--- config.mk ---
export PLATFORM = sky130hd
export DESIGN_NAME = seq_stage_sequencer
export DESIGN_NICKNAME = d
export VERILOG_FILES = /design/src/rtl/seq_stage_sequencer.sv
export SDC_FILE = /design/constraint.sdc
export NUM_CORES = 1
export LEC_CHECK = 0
export ABC_AREA = 1
export CORE_MARGIN = 4
export CORE_UTILIZATION = 40
export DETAILED_ROUTE_END_ITERATION = 7
export PLACE_DENSITY_LB_ADDON = 0.2
export SYNTH_ARGS = -nofsm -noshare
export SYNTH_HDL_FRONTEND = slang
export SYNTH_SLANG_ARGS = --single-unit
--- constraint.sdc ---
create_clock -name clk -period 1.6 [get_ports clk]
set_clock_uncertainty 0.2 [all_clocks]
set_input_delay 0.4 -clock clk [delete_from_list [all_inputs] [get_ports clk]]
set_output_delay 0.4 -clock clk [all_outputs]
set_load 0.05 [all_outputs]
--- src/rtl/seq_stage_sequencer.sv ---
// Y86 SEQ stage sequencer: enables one stage per cycle and owns PC, status code and retire count.
// 5 cycles/instr, 6+W with memory; MEMORY holds mem_req until mem_ack (bounded when SEQ_WATCHDOG_EN).
module seq_stage_sequencer #(
  parameter int unsigned        ADDR_W      = 64,
  parameter int unsigned        CNT_W       = 32,
  parameter logic [ADDR_W-1:0]  RESET_PC    = '0,
  parameter int unsigned        WDOG_CYCLES = 16
) (
  input  logic              clk,
  input  logic              rst_n,
  input  logic              start,
  input  logic [3:0]        icode,
  input  logic              instr_invalid,
  input  logic              imem_error,
  input  logic              mem_ack,
  input  logic              dmem_error,
  input  logic [ADDR_W-1:0] pc_next,
  output logic [ADDR_W-1:0] pc,
  output logic              fe_en,
  output logic              de_en,
  output logic              ex_en,
  output logic              me_en,
  output logic              wb_en,
  output logic              pc_en,
  output logic              mem_req,
  output logic [1:0]        stat,
  output logic              halted,
  output logic [CNT_W-1:0]  retired
);

  localparam logic [2:0] S_IDLE      = 3'd0;
  localparam logic [2:0] S_FETCH     = 3'd1;
  localparam logic [2:0] S_DECODE    = 3'd2;
  localparam logic [2:0] S_EXECUTE   = 3'd3;
  localparam logic [2:0] S_MEMORY    = 3'd4;
  localparam logic [2:0] S_WRITEBACK = 3'd5;
  localparam logic [2:0] S_PCUPD     = 3'd6;
  localparam logic [2:0] S_HALT      = 3'd7;

  localparam logic [1:0] STAT_AOK = 2'b00;
  localparam logic [1:0] STAT_HLT = 2'b01;
  localparam logic [1:0] STAT_ADR = 2'b10;
  localparam logic [1:0] STAT_INS = 2'b11;

  if (WDOG_CYCLES == 0) begin : g_wdog_param_chk
    $error("WDOG_CYCLES must be at least 1");
  end

  logic [2:0]        state_q, state_d;
  logic [1:0]        stat_q, stat_d;
  logic [ADDR_W-1:0] pc_q, pc_d;
  logic [CNT_W-1:0]  retired_q, retired_d;
  logic [5:0]        en_q, en_d;
  logic              mem_req_q, mem_req_d;
  logic              halted_q, halted_d;
  logic              mem_icode;
  logic              wdog_expired;

  // mrmovq, rmmovq, call, ret, pushq, popq touch data memory
  assign mem_icode = icode inside {4'h4, 4'h5, 4'h8, 4'h9, 4'hA, 4'hB};

`ifdef SEQ_WATCHDOG_EN
  localparam int unsigned       WDOG_W    = (WDOG_CYCLES > 1) ? $clog2(WDOG_CYCLES) : 1;
  localparam logic [WDOG_W-1:0] WDOG_LAST = WDOG_W'(WDOG_CYCLES - 1);

  logic [WDOG_W-1:0] wdog_q, wdog_d;

  // Held at zero outside MEMORY, so every MEMORY visit starts a fresh count.
  assign wdog_d       = (state_q == S_MEMORY) ? wdog_q + 1'b1 : '0;
  assign wdog_expired = (wdog_q == WDOG_LAST);

  always_ff @(posedge clk or negedge rst_n) begin
    if (!rst_n) begin
      wdog_q <= '0;
    end else begin
      wdog_q <= wdog_d;
    end
  end
`else
  assign wdog_expired = 1'b0;
`endif

  always_comb begin
    state_d   = state_q;
    stat_d    = stat_q;
    pc_d      = pc_q;
    retired_d = retired_q;
    case (state_q)
      S_IDLE: begin
        if (start) state_d = S_FETCH;
      end
      S_FETCH: begin
        if (imem_error) begin
          stat_d  = STAT_ADR;
          state_d = S_HALT;
        end else if (instr_invalid) begin
          stat_d  = STAT_INS;
          state_d = S_HALT;
        end else if (icode == 4'h0) begin
          stat_d  = STAT_HLT;
          state_d = S_HALT;
        end else begin
          state_d = S_DECODE;
        end
      end
      S_DECODE:  state_d = S_EXECUTE;
      S_EXECUTE: state_d = mem_icode ? S_MEMORY : S_WRITEBACK;
      S_MEMORY: begin
        // An ack in the expiry cycle takes precedence over the watchdog.
        if (mem_ack) begin
          if (dmem_error) begin
            stat_d  = STAT_ADR;
            state_d = S_HALT;
          end else begin
            state_d = S_WRITEBACK;
          end
        end else if (wdog_expired) begin
          stat_d  = STAT_ADR;
          state_d = S_HALT;
        end
      end
      S_WRITEBACK: state_d = S_PCUPD;
      S_PCUPD: begin
        pc_d      = pc_next;
        retired_d = retired_q + 1'b1;
        state_d   = S_FETCH;
      end
      S_HALT:  state_d = S_HALT;
      default: state_d = S_IDLE;
    endcase
  end

  // Outputs are registered copies of the next-state decode so nothing is input-combinational.
  always_comb begin
    en_d[5]   = (state_d == S_FETCH);
    en_d[4]   = (state_d == S_DECODE);
    en_d[3]   = (state_d == S_EXECUTE);
    en_d[2]   = (state_d == S_MEMORY);
    en_d[1]   = (state_d == S_WRITEBACK);
    en_d[0]   = (state_d == S_PCUPD);
    mem_req_d = (state_d == S_MEMORY);
    halted_d  = (state_d == S_HALT);
  end

  always_ff @(posedge clk or negedge rst_n) begin
    if (!rst_n) begin
      state_q   <= S_IDLE;
      stat_q    <= STAT_AOK;
      pc_q      <= RESET_PC;
      retired_q <= '0;
      en_q      <= '0;
      mem_req_q <= 1'b0;
      halted_q  <= 1'b0;
    end else begin
      state_q   <= state_d;
      stat_q    <= stat_d;
      pc_q      <= pc_d;
      retired_q <= retired_d;
      en_q      <= en_d;
      mem_req_q <= mem_req_d;
      halted_q  <= halted_d;
    end
  end

  assign pc      = pc_q;
  assign stat    = stat_q;
  assign retired = retired_q;
  assign fe_en   = en_q[5];
  assign de_en   = en_q[4];
  assign ex_en   = en_q[3];
  assign me_en   = en_q[2];
  assign wb_en   = en_q[1];
  assign pc_en   = en_q[0];
  assign mem_req = mem_req_q;
  assign halted  = halted_q;

endmodule

======== Word-level counts from Yosys, hierarchy flattened ========
Index checks and enable logic that the tools add are counted.
word-level totals
  input port bits ......................... 75
  output and inout port bits .............. 106
  register bits after elaboration ......... 109
cells by class
  mux-type cells .......................... 14
  eq/ne operators ......................... 23
  reductions and logical operators ........ 5
  add/sub/neg operators ................... 1
operator list
  cell                                                  count
  adder 32 x 1 -> 32 bit (second input constant)        1
  equality test 3 bit (second input constant)           8
  case mux 3 bit (8 select lines)                       1
  equality test 4 bit (second input constant)           4
  2-to-1 mux 3 bit                                      5
  equality test 3 x 2 -> 1 bit (second input constant)  4
  2-to-1 mux 2 bit                                      6
  equality test 4 x 3 -> 1 bit (second input constant)  2
  equality test 3 x 1 -> 1 bit (second input constant)  2
  nonzero test 6 bit                                    1
  zero test 4 bit                                       1
  inequality test 2 bit (second input constant)         2
  inequality test 4 bit (second input constant)         1
  case mux 2 bit (2 select lines)                       1
  AND reduction 4 bit                                   1
  zero test 3 bit                                       1
  nonzero test 2 bit                                    1
  2-to-1 mux 1 bit                                      1

======== Logic depth before layout (Yosys ltp) ========
Gate-level depths: netlist of run 1.
  depth in word-level cells ............... 6
  gate-level depth with buffers ........... 10

======== Least setup slack after synthesis of run 1 ========
Ideal clock, no wire load.
  path type ............................... reg2reg
  start point ............................. reg retired_q[1] (netlist: retired[1])
  end point ............................... reg retired_q[18] (netlist: retired[18])
  required time ........................... 1282 ps
  setup slack ............................. -392 ps
  stages on the path, launching flop included .. 8
  path buffers ............................ 0
  data arrival time ....................... 1674 ps
  cells stage by stage .................... dfrtp_1 -> ha_1 -> nand3_1 -> nor2_4 -> nand3_2 -> nor2_4 -> xor2_1 -> inv_1
between the ends
  word-level cells in the longest chain between the ends .. 1
ends and longest elaborated chain
  item                    line  text
  start, declared         52    logic [CNT_W-1:0] retired_q, retired_d;
  start signal, assigned  158   retired_q <= retired_d;
  adder 32 x 1 -> 32 bit  125   retired_d = retired_q + 1'b1;
Every way passes these cells.
A chain may end at the register's enable or synchronous reset.

======== Final worst setup path of run 1 ========
  start point ............................. reg retired_q[13] (netlist: retired[13])
  end point ............................... reg retired_q[31] (netlist: retired[31])
Same word-level chain as after synthesis.

==> results of run 1 <==
-- power breakdown --
part	internal [mW]	switching [mW]
logic	0.182	0.101
clock network	1.25	1.08
registers	2.73	0.00303
-- routing by layer --
layer	part of all wire, %	global-route usage, %	wire [um]	up-vias
met5	0	0	0	-
met4	2.6	6.73	427	0
met3	9.3	9.81	1550	45
met2	53	39.1	8710	252
met1	36	24.0	5880	2428
li1	-	-	-	2408
-- timing repair --
action / 4_1_cts / 5_1_grt
pin swaps: 3 / 21
endpoints found under the setup margin: 40 / 67
gates resized for setup: 30 / 61
hold buffers: 1 / 0
setup buffers: 32 / 24
hold endpoints to repair: 108 / 0
-- per-stage QoR --
stage	util, %	std cells
global placement	68.8	965
floorplan	-	621
global route	77.4	1037
detailed placement	68.8	965
CTS	74.2	1013
finish	77.4	1037
-- Yosys cell counts (all sizes together) --
master / n
nand4: 6
buf: 17
and2: 1
nand3b: 5
nand3: 19
nor3: 8
xor2: 10
clkbuf: 2
xnor2: 8
nand2: 331
nor2: 63
inv: 37
dfrtp: 108
ha: 1
a21oi: 2
o21ai: 3
-- worst paths after layout --
path / from / endpoint / slack (ns) / cells after the start
setup / recovery: retired[13] / retired[31] / -0.09 / 10
hold / removal: rst_n / retired[11] / 0.20 / 2
setup reg to reg: retired[13] / retired[31] / -0.09 / 10
hold reg to reg: pc[24] / pc[24] / 0.34 / 2
max in group asynchronous: rst_n / retired[31] / 0.48 / 3
min in group clk: pc[24] / pc[24] / 0.34 / 2
-- state kept, by name (all words and copies together) (netlist names) --
| name | cells |
|---|---|
| en_q | 6 |
| stat | 2 |
| retired | 32 |
| pc | 64 |
| halted | 1 |
| state_q | 3 |
-- worst max-delay path, stage by stage, from the launching register on --
cell and delay, ns:
dfrtp_2 0.40, buf_4 0.13, nand2_1 0.08, nor2_2 0.20, nand2_2 0.11, nor2_4 0.19
nand2_1 0.08, nand2_1 0.06, nand2_1 0.04, nand2_1 0.05, nand2_1 0.05
-- logic make-up after synthesis --
| group | synth area share, % |
|---|---|
| fa+ha+maj | 0.255 |
| buf+inv | 4.82 |
| flops | 55.1 |
| simple gates | 36.1 |
| xor+xnor | 3.22 |
| compound gates | 0.510 |
-- cell type report --
type | instances | area, sq um | area share, %
clock inverter | 6 | 78.8 | 0.848
sequential | 108 | 2750 | 29.6
multi-input combinational | 457 | 2230 | 24.0
tap | 147 | 184 | 1.98
timing repair buffer | 272 | 3690 | 39.7
inverter | 37 | 139 | 1.49
clock buffer | 10 | 229 | 2.46
==> results summary, run 1 <==
For this block, the initial DRC count from the detailed router was 349. The cell area after placement came out at 8260 sq um. The worst setup path is captured at a flop.

The number of global-route vias before repair is 5162. The first global-routing pass estimated 25.2 mm of wire. The detailed-route vias per instance is 4.95.

The Yosys warning count is 0. The synthesized design contains 108 register bits. Global routing used 22.2% of the available tracks. The die is 119 um wide.

The fmax is 591 MHz. STA classifies the critical path startpoint as a flop. The die footprint is 14100 sq um. The total standard cell area after synthesis is 4900 sq um. The final number of hold-violating endpoints came out at 0. The maximum fanout along the worst path came out at 3. Counting every instance in the synthesized netlist gives 621. The worst supply voltage drop on vdd came out at 644 uV. Setup violations remaining at the end of the flow were counted as 36. The floorplan core area came out at 12000 sq um. The tree is rooted in a clkbuf_16. In this run the deepest clock path goes through 2 buffers. The final reports fail on negative setup slack. The number of different library cells in the post-synthesis netlist came out at 24. At the end of the flow, the number of nets in the layout was 961. From synthesis to final layout, the design area changed by 89.6%. The routability congestion estimate from global placement is 0.933. The later pin in the worst-skew pair is clocked with a latency of 0.36 ns.

Adding up every negative setup slack in the final design gives -1.60 ns. The biggest area consumer among synthesized cells is dfrtp_1. The final cycle utilization of the critical path came out at 106%. The initial antenna violation count came out at 0.

The post-synth net total is 697. Yosys attributes the largest share of cell area to dfrtp_1 55%, nand2_1 25%, nor2_1 4.1%. The count of clock tree sinks came out at 108. The first TritonRoute pass finished after 5 iterations. The remaining design rule violation count is 0.

The wire length per cell after detailed routing came out at 16.0 um. The portion of synthesized cell area occupied by the leading cell type came out at 55.1%. The sum of internal, switching and leakage power is 5.35 mW. The post-layout minimum cycle time is 1.69 ns.

A synthesized cell averages 7.90 sq um. The final max-slew violation count is 0. During placement, the flow inserted port buffers numbering 180. For this run, the register share of the synthesized area comes to 55.1%. After layout, the worst setup slack is -0.0927 ns. The leading cell type in the layout, fill and taps excluded is nand2_1.

The power density of the placed cells is 575 nW/um^2. The I/O pin total came out at 181. The path class of the tightest hold or removal check is in -> async. The clock slew seen by the registers of the worst setup and hold paths came out at 0.08 ns.

The overall routed net length is 16.6 mm. For this configuration, the core starts out at a cell density of 40.8%. Detailed routing inserted a total of 5133 vias. The max capacitance violation total came out at 0.

The deepest level of the CTS H-tree came out at 3. The fill cell total of the finished layout came out at 749. The transition time at the pin with the least slew margin came out at 0.287 ns. The run finished, with violations left. The post-route netlist has 36.2% of its cells at a drive strength greater than 1. Entering global routing, the biggest net connects 61 pins.

The worst-case hold slack came out at 0.205 ns. The critical path is of the reg -> reg type. Data on the critical path arrives at its endpoint at 1.74 ns. The floorplan has 40 rows. In the layout the commonest cells are 315 x nand2_1, 110 x buf_12, 73 x clkdlybuf4s50_1, 72 x dfrtp_1, 65 x buf_4. The worst-case headroom to the max-slew limit came out at 80.9%. TritonCTS built the clock tree. The detailed placement HPWL came out at 10.9 mm.

The total non-filler cell area in the finished layout came out at 9300 sq um. The number of clock buffers added by TritonCTS is 9. The post-place setup slack is -0.327 ns. 0 antenna diodes ended up in the layout. The global-route congestion overflow total came out at 0. Setup repair after global routing could not meet its margin everywhere. The die height is 119 um.

The number of antenna-violating nets in the routed design is 0. The analysis attributes to cell leakage a power of 4.30 nW. The data required time of the worst path is 1.64 ns.
Power figures use the tool's default switching activity.
==> run 2: changes to the inputs <==
CELL_PAD_IN_SITES_DETAIL_PLACEMENT = 1   (was not set)
CELL_PAD_IN_SITES_GLOBAL_PLACEMENT = 1   (was not set)
CORE_UTILIZATION = 32   (was 40)
clock period = 1.8 ns   (was 1.6 ns; I/O delays follow)
==> run 2 against run 1 <==
  * The flow now finishes without violations
  * Worst setup slack better by 0.13 ns
  * Final area is 7.5% lower
  * First-iteration DRC count is 69% lower
  * Via count is 7.3% lower
  * Utilization is 19 points lower
  * Sequential share of layout area is 2.2 points higher
  * Clock power is 11% lower
  * Global-route usage is 2.5 points lower
  * Hold slack better by 0.13 ns
  * Combinational power is 9.9% lower
  * Critical path type unchanged
  * Largest cell class unchanged
==> results summary, run 2 (same netlist as run 1, synthesis figures left out) <==
The biggest cell delay along the critical path is 0.47 ns (+0.07 ns). The switching power of the nets came out at 1.04 mW (-12%). The initial antenna violation count was 0 (unchanged). The effective utilization at floorplan is 33.2% (-7.6 points).

The max capacitance violation total is 0 (unchanged). The worst-case headroom to the max-slew limit came to 67.5% (-13 points). The worst-case clock buffer depth came to 2 (unchanged).

The data required time of the worst path is 1.87 ns (+0.23 ns). The worst-case hold slack was 0.336 ns (+0.131 ns). The type of element launching the critical path is a flop. The length in cells of the worst reg-to-reg path is 6 (-4). The post-layout minimum cycle time is 1.77 ns (+0.0749 ns). The via total after detailed routing came out at 4757 (-7.3%). The critical setup path kind is reg -> reg. The leakage power was 3.92 nW (-8.7%). The slowest stage of the critical path is the dfrtp_2 cell.

The global-route congestion overflow total came out at 0 (unchanged). The number of nets at the end of the flow came out at 900 (-6.3%). The combinational share of power came out at 5.4% (about the same). The fmax is 566 MHz (-4.2%). The root buffer cell chosen for the clock tree is clkbuf_16. The cell row count came out at 44 (+10%). Leaving out fill and tap cells, the most frequent cells in the layout are 324 x nand2_1, 108 x buf_12, 88 x dfrtp_1, 73 x clkdlybuf4s50_1, 43 x nor2_1. The placed cell count was 989 (+2.5%).

The library cell used most frequently in the layout, excluding fill and tap cells, is nand2_1. The non-filler instance count after layout is 1013 (-2.3%). The count of clock tree sinks came out at 108 (unchanged). The internal cell power came out at 3.72 mW (-11%). The flip-flop count of the largest register after layout came to 64 (unchanged). The switching share of power is 21.9% (-0.31 points). The DRC marker count from the first detailed-route iteration is 109 (-69%).

The worst supply voltage drop on vdd is 475 uV (-26%). The final cycle utilization of the critical path is 98.2% (-7.6 points). The final setup violation count is 0 (-100%).

The number of global-route vias before repair is 5325 (+3.2%). The sequential cell fraction of total power is 51.0% (about the same). The sum of internal, switching and leakage power is 4.76 mW (-11%). The cell with the most instances on the worst path is nor2_4. The total routing usage reported by global routing is 19.7% (-2.5 points). The number of antenna-violating nets in the routed design is 0 (unchanged).

The startpoint identified for the worst register-to-register timing path is retired[15]. The min-delay analysis places its worst path in the category reg -> reg. The worst setup path is captured at a flop.

The transition time at the pin with the least slew margin came to 0.482 ns (+0.195 ns). The total negative setup slack came out at 0 ns (+1.60 ns). The total CTS buffers is 9 (unchanged). Along the worst hold path, the cell count comes to 1. The part of the power in the clock network is 43.7% (about the same). The I/O pin total is 181 (unchanged). The startpoint of the most critical setup path is retired[15]. The floorplan core area is 14800 sq um (+23%). In this run the most critical hold path is launched from retired[9]. The final max-slew violation count came out at 0 (unchanged).

The maximum fanout along the worst path came out at 7 (+4). The insertion delay of the later-clocked pin in the worst-skew pair was 0.35 ns (about the same). The total inserted antenna cells came out at 0 (unchanged). The run finished with clean final reports. The overall routed net length came out at 16.9 mm (+2.1%). The power density of the placed cells is 554 nW/um^2 (-3.6%). The signal on the critical path passes through nand2_2 -> nor2_4 -> nand4_1 -> nor2_4 -> buf_4 -> xor2_1. The die height was 132 um (+11%). The quantity of I/O buffers inserted on ports is 180 (unchanged).

The routability congestion estimate from global placement came out at 0.885 (-5.2%). The detailed-route vias per instance is 4.70 (-5.1%). The wire length per cell after detailed routing came to 16.7 um (+4.5%). Setup repair after global routing could not meet its margin everywhere. The die width came out at 132 um (+11%). The clock slew seen by the registers of the worst setup and hold paths is 0.07 ns (about the same).

The total non-filler cell area in the finished layout is 8600 sq um (-7.5%). The data arrival time at the worst-slack endpoint is 1.84 ns (+0.10 ns). The remaining design rule violation count was 0 (unchanged).

The area growth from synthesis to layout is 75.3%. The clock tree from TritonCTS is built. The deepest level of the CTS H-tree came out at 3 (unchanged). The die footprint was 17400 sq um (+23%). The final number of hold-violating endpoints is 0 (unchanged). The share of layout cells above drive strength 1 came out at 25.6% (-11 points). The detailed-router iteration count before antenna repair is 4 (-1).

The pin count of the biggest net entering global routing is 56 (-8.2%). The cell area after placement came to 8110 sq um (-1.9%). The first-pass GRT wire length is 27.6 mm (+9.7%). The detailed placement HPWL came to 12.9 mm (+18%).
-- run 2: cell count changes in the layout (fill, tap and decap cells not counted), moves of 3 or more --
cell and change:
buf_4 -38, buf_6 -21, dfrtp_1 +16, dfrtp_2 -16
nor2_1 +16, nand2_1 +9, nor2_2 -8, nor2_4 -8
nand2_2 -7, inv_1 +3, inv_2 -3, nor3_1 +3
-- run 2: path summary, 6_finish.rpt --
path	endpoint	slack, ns
hold / removal	retired[9]	0.34
hold reg to reg	retired[9]	0.34
max in group asynchronous	state_q[0]	0.52
setup / recovery	retired[17]	0.03
setup reg to reg	retired[17]	0.03
min in group asynchronous	retired[10]	0.35
-- run 2: area by class of cell --
type | count | area, sq um
Tap cell | 184 | 230
Multi-Input combinational cell | 457 | 2060
Timing Repair Buffer | 211 | 3130
Clock inverter | 6 | 70.1
Sequential cell | 108 | 2730
Inverter | 37 | 139
Fill cell | 1664 | 6160
Clock buffer | 10 | 239
-- run 2: worst max-delay path, delay by kind of cell (launching register included) --
| family | cells | cell delay (ns) |
|---|---|---|
| XOR/XNOR | 1 | 0.14 |
| buffers and inverters | 1 | 0.15 |
| flip-flops | 1 | 0.47 |
| AND/OR/NAND/NOR | 4 | 0.73 |
-- run 2: power groups by stage --
stage / Sequential (mW) / Clock [mW] / Combinational, mW
6_report: 2.43 / 2.08 / 0.255
5_1_grt: 2.43 / 2.26 / 0.280
4_1_cts: 2.43 / 2.16 / 0.262
3_5_place_dp: 2.48 / 0 / 0.260
3_3_place_gp: 2.48 / 0 / 0.254
2_1_floorplan: 2.49 / 0 / 0.00783
-- run 2: repair_timing --
item,in CTS,in global routing
endpoints found under the hold margin,18,0
hold buffers,1,0
endpoints found under the setup margin,61,43
resized for setup,2,38
pin swaps,2,5
buffers inserted,3,4
-- run 2: metrics by stage --
step / setup WS [ns] / util (%)
after floorplan: -0.00725 / -
after global routing: -0.0492 / 58.3
after global placement: -0.0886 / 54.9
after detailed placement: -0.195 / 54.9
after CTS: 0.00537 / 57.3
final: 0.0324 / 58.3
-- run 2: metal layers --
metal / vias to the layer above / global-route usage, % / wire length, um
met5: - / 0 / 0
met4: 0 / 6.42 / 345
met3: 22 / 7.86 / 1260
met2: 124 / 36.1 / 9130
met1: 2324 / 20.7 / 6190
li1: 2287 / - / -
==> run 3: changes to the inputs <==
CELL_PAD_IN_SITES_DETAIL_PLACEMENT = not set   (was 1)
CELL_PAD_IN_SITES_GLOBAL_PLACEMENT = not set   (was 1)
CORE_UTILIZATION = 48   (was 32)
SLEW_MARGIN = 5   (was not set)
clock period = 2.28 ns   (was 1.8 ns; I/O delays follow)
==> run 3 against run 2 <==
  * Global-route usage up 2.2 points
  * Highest routed layer unchanged
  * Count of clock-buffer cells in the layout grew 1
  * Critical endpoint is now pc[34]
  * Non-clock buffer count is 24 lower
  * Sequential power decreased by 21%
==> results summary, run 3 (same netlist as run 1, synthesis figures left out) <==
The flow ran to the end, and the final reports show no timing, DRC or antenna violations. The length in cells of the worst reg-to-reg path is 6 (unchanged). The cell area after placement came out at 6650 sq um (-18%). The worst-case clock buffer depth is 2 (unchanged). Broken down by cell family, the worst path's largest delay share belongs to buffers and inverters. The DRC marker count from the first detailed-route iteration came to 234 (+110%). The number of antenna-violating nets in the routed design is 0 (unchanged).

Setup repair after global routing left no endpoint under its margin. The die footprint is 11900 sq um (-32%). The flip-flop count of the largest register after layout came out at 64 (unchanged). The worst setup path is of the reg -> out kind. The cell row count was 36 (-18%). The I/O pin total is 181 (unchanged).

The library cell used most frequently in the layout, excluding fill and tap cells, is nand2_1. The insertion delay of the later-clocked pin in the worst-skew pair came out at 0.38 ns (+0.03 ns). The worst register-to-register path ends at pc[19]. The data required time of the worst path is 1.51 ns (-0.36 ns). The initial antenna violation count is 0 (unchanged).

The worst supply voltage drop on vdd is 498 uV (+5.0%). The area occupied by registers was 2700 sq um (-0.92%). The share of layout cells above drive strength 1 is 14.2% (-11 points). The wire length per cell after detailed routing was 13.4 um (-20%).

The routability congestion estimate from global placement came to 0.902 (+1.9%). The max capacitance violation total came out at 0 (unchanged). The number of global-route vias before repair came out at 4406 (-17%). The maximum fanout along the worst path is 2 (-5). The top cell types in the final layout, fill and taps aside, are 331 x nand2_1, 108 x dfrtp_1, 81 x buf_4, 73 x clkdlybuf4s50_1, 54 x nor2_1. The setup slack on the worst flop-to-flop path came out at 0.35 ns (+0.32 ns). The worst-case headroom to the max-slew limit is 65.9% (-1.6 points).

The post-layout minimum cycle time is 2.06 ns. The deepest level of the CTS H-tree is 3 (unchanged). The global-route congestion overflow total was 0 (unchanged). STA classifies the critical path startpoint as a flop. The cell depth of the worst min-delay path was 2 (+1).

The detailed-route vias per instance came out at 4.78 (+1.8%). The slowest cell on the critical path is dlygate4sd2_1. The total inserted antenna cells is 0 (unchanged).

The final cycle utilization of the critical path came out at 90.3%. The die height came out at 109 um (-17%). The die width came out at 109 um (-17%). The biggest cell delay along the critical path is 0.55 ns (+0.08 ns). The total CTS buffers is 9 (unchanged). The number of buffers and inverters on the critical path is 1 (unchanged). For hold timing, the worst endpoint is pc[49].

CTS placed an instance of clkbuf_8 at the clock tree root. The type of the most critical hold path is reg -> reg. The fill cell total of the finished layout came to 814 (-51%). The via total after detailed routing is 4485 (-5.7%). The overall routed net length is 12.6 mm (-26%).

TritonCTS built the clock tree. The power density of the placed cells is 510 nW/um^2 (-7.9%). The area growth from synthesis to layout came out at 40.2%. The detailed-router iteration count before antenna repair is 4 (unchanged).

In this run the critical register-to-register path is launched from state_q[0]. The quantity of I/O buffers inserted on ports is 180 (unchanged). The data arrival time at the worst-slack endpoint came to 1.29 ns (-0.55 ns). The total routing usage reported by global routing came to 21.9% (+2.2 points). The final max-slew violation count is 0 (unchanged).

The clock slew seen by the registers of the worst setup and hold paths is 0.10 ns (+0.03 ns). In this run the most critical hold path is launched from pc[49]. STA classifies the critical path endpoint as an output pin. The total negative setup slack came out at 0 ns (unchanged). The final number of hold-violating endpoints is 0 (unchanged).

The floorplan core area is 9860 sq um (-33%). The count of clock tree sinks is 108 (unchanged). The transition time at the pin with the least slew margin is 0.513 ns (+0.0309 ns). Based on the critical path, the design can be clocked at up to 486 MHz. The total non-filler cell area in the finished layout was 6870 sq um (-20%). The leakage power came out at 3.21 nW (-18%). The number of nets at the end of the flow is 876 (-2.7%). Walking the worst path, the cells encountered are dlygate4sd2_1. The effective utilization at floorplan came out at 49.7% (+16 points). The final setup violation count is 0 (unchanged).

The first-pass GRT wire length came out at 20.3 mm (-26%). The area used by multi-input combinational logic came out at 1960 sq um (-4.7%). The remaining design rule violation count is 0 (unchanged).

The pin count of the biggest net entering global routing came out at 51 (-8.9%). The detailed placement HPWL came out at 9.82 mm (-24%).
-- run 3: changes by cell type in the layout (fill, tap and decap cells not counted), moves of 3 or more --
cell / delta
clkbuf_16: -9
dfrtp_2: -20
clkbuf_8: +9
dlygate4sd2_1: +30
nor2_1: +11
nand2_1: +7
nand2_2: -7
dfrtp_1: +20
nor2_2: -8
buf_12: -106
buf_4: +54
nor2_4: -3
-- run 3: metrics by stage --
step | util, % | std cells | setup WS (ns) | hold slack (ns) | power, mW
global placement | 67.4 | 921 | 0.292 | 0.262 | 2.14
detailed placement | 67.4 | 921 | 0.242 | 0.265 | 2.15
floorplan | - | 621 | 0.288 | 0.0744 | 1.97
CTS | 69.7 | 938 | 0.189 | 0.286 | 3.56
finish | 69.7 | 938 | 0.221 | 0.279 | 3.51
global route | 69.7 | 938 | 0.158 | 0.299 | 3.65
-- run 3: area by class of cell --
type	instances	area share, %
clock buffers	11	2.06
repair buffers	187	24.0
clock inverters	5	1.57
flip-flops and latches	108	39.3
well taps	133	2.42
inverters	37	2.02
multi-input cells	457	28.6
-- run 3: layer usage --
layer  GRT usage (%)  share of wire [%]
met1            25.5                 38
met2            37.0                 51
met3            8.47                8.6
met4            7.66                2.6
met5               0                  0
-- run 3: timing repair --
action | in CTS | in global routing
endpoints found under the setup margin | 30 | 0
endpoints found under the hold margin | 27 | 0
buffers inserted | 0 | 0
hold buffers | 1 | 0
resized for setup | 30 | 0
-- run 3: how the worst max path moves through the flow --
stage	startpoint	to	cells past startpoint
after floorplan	retired[1]	retired[18]	7
after global placement	icode[3]	en_q[5]	9
after detailed placement	icode[2]	en_q[2]	9
after CTS	pc[34]	pc[34]	1
after global routing	en_q[2]	mem_req	1
final	pc[34]	pc[34]	1
-- run 3: report_power, final --
group	internal [mW]	total, mW	switching (mW)
clock	0.766	1.40	0.636
combinational	0.122	0.188	0.0663
sequential	1.92	1.92	0.000804
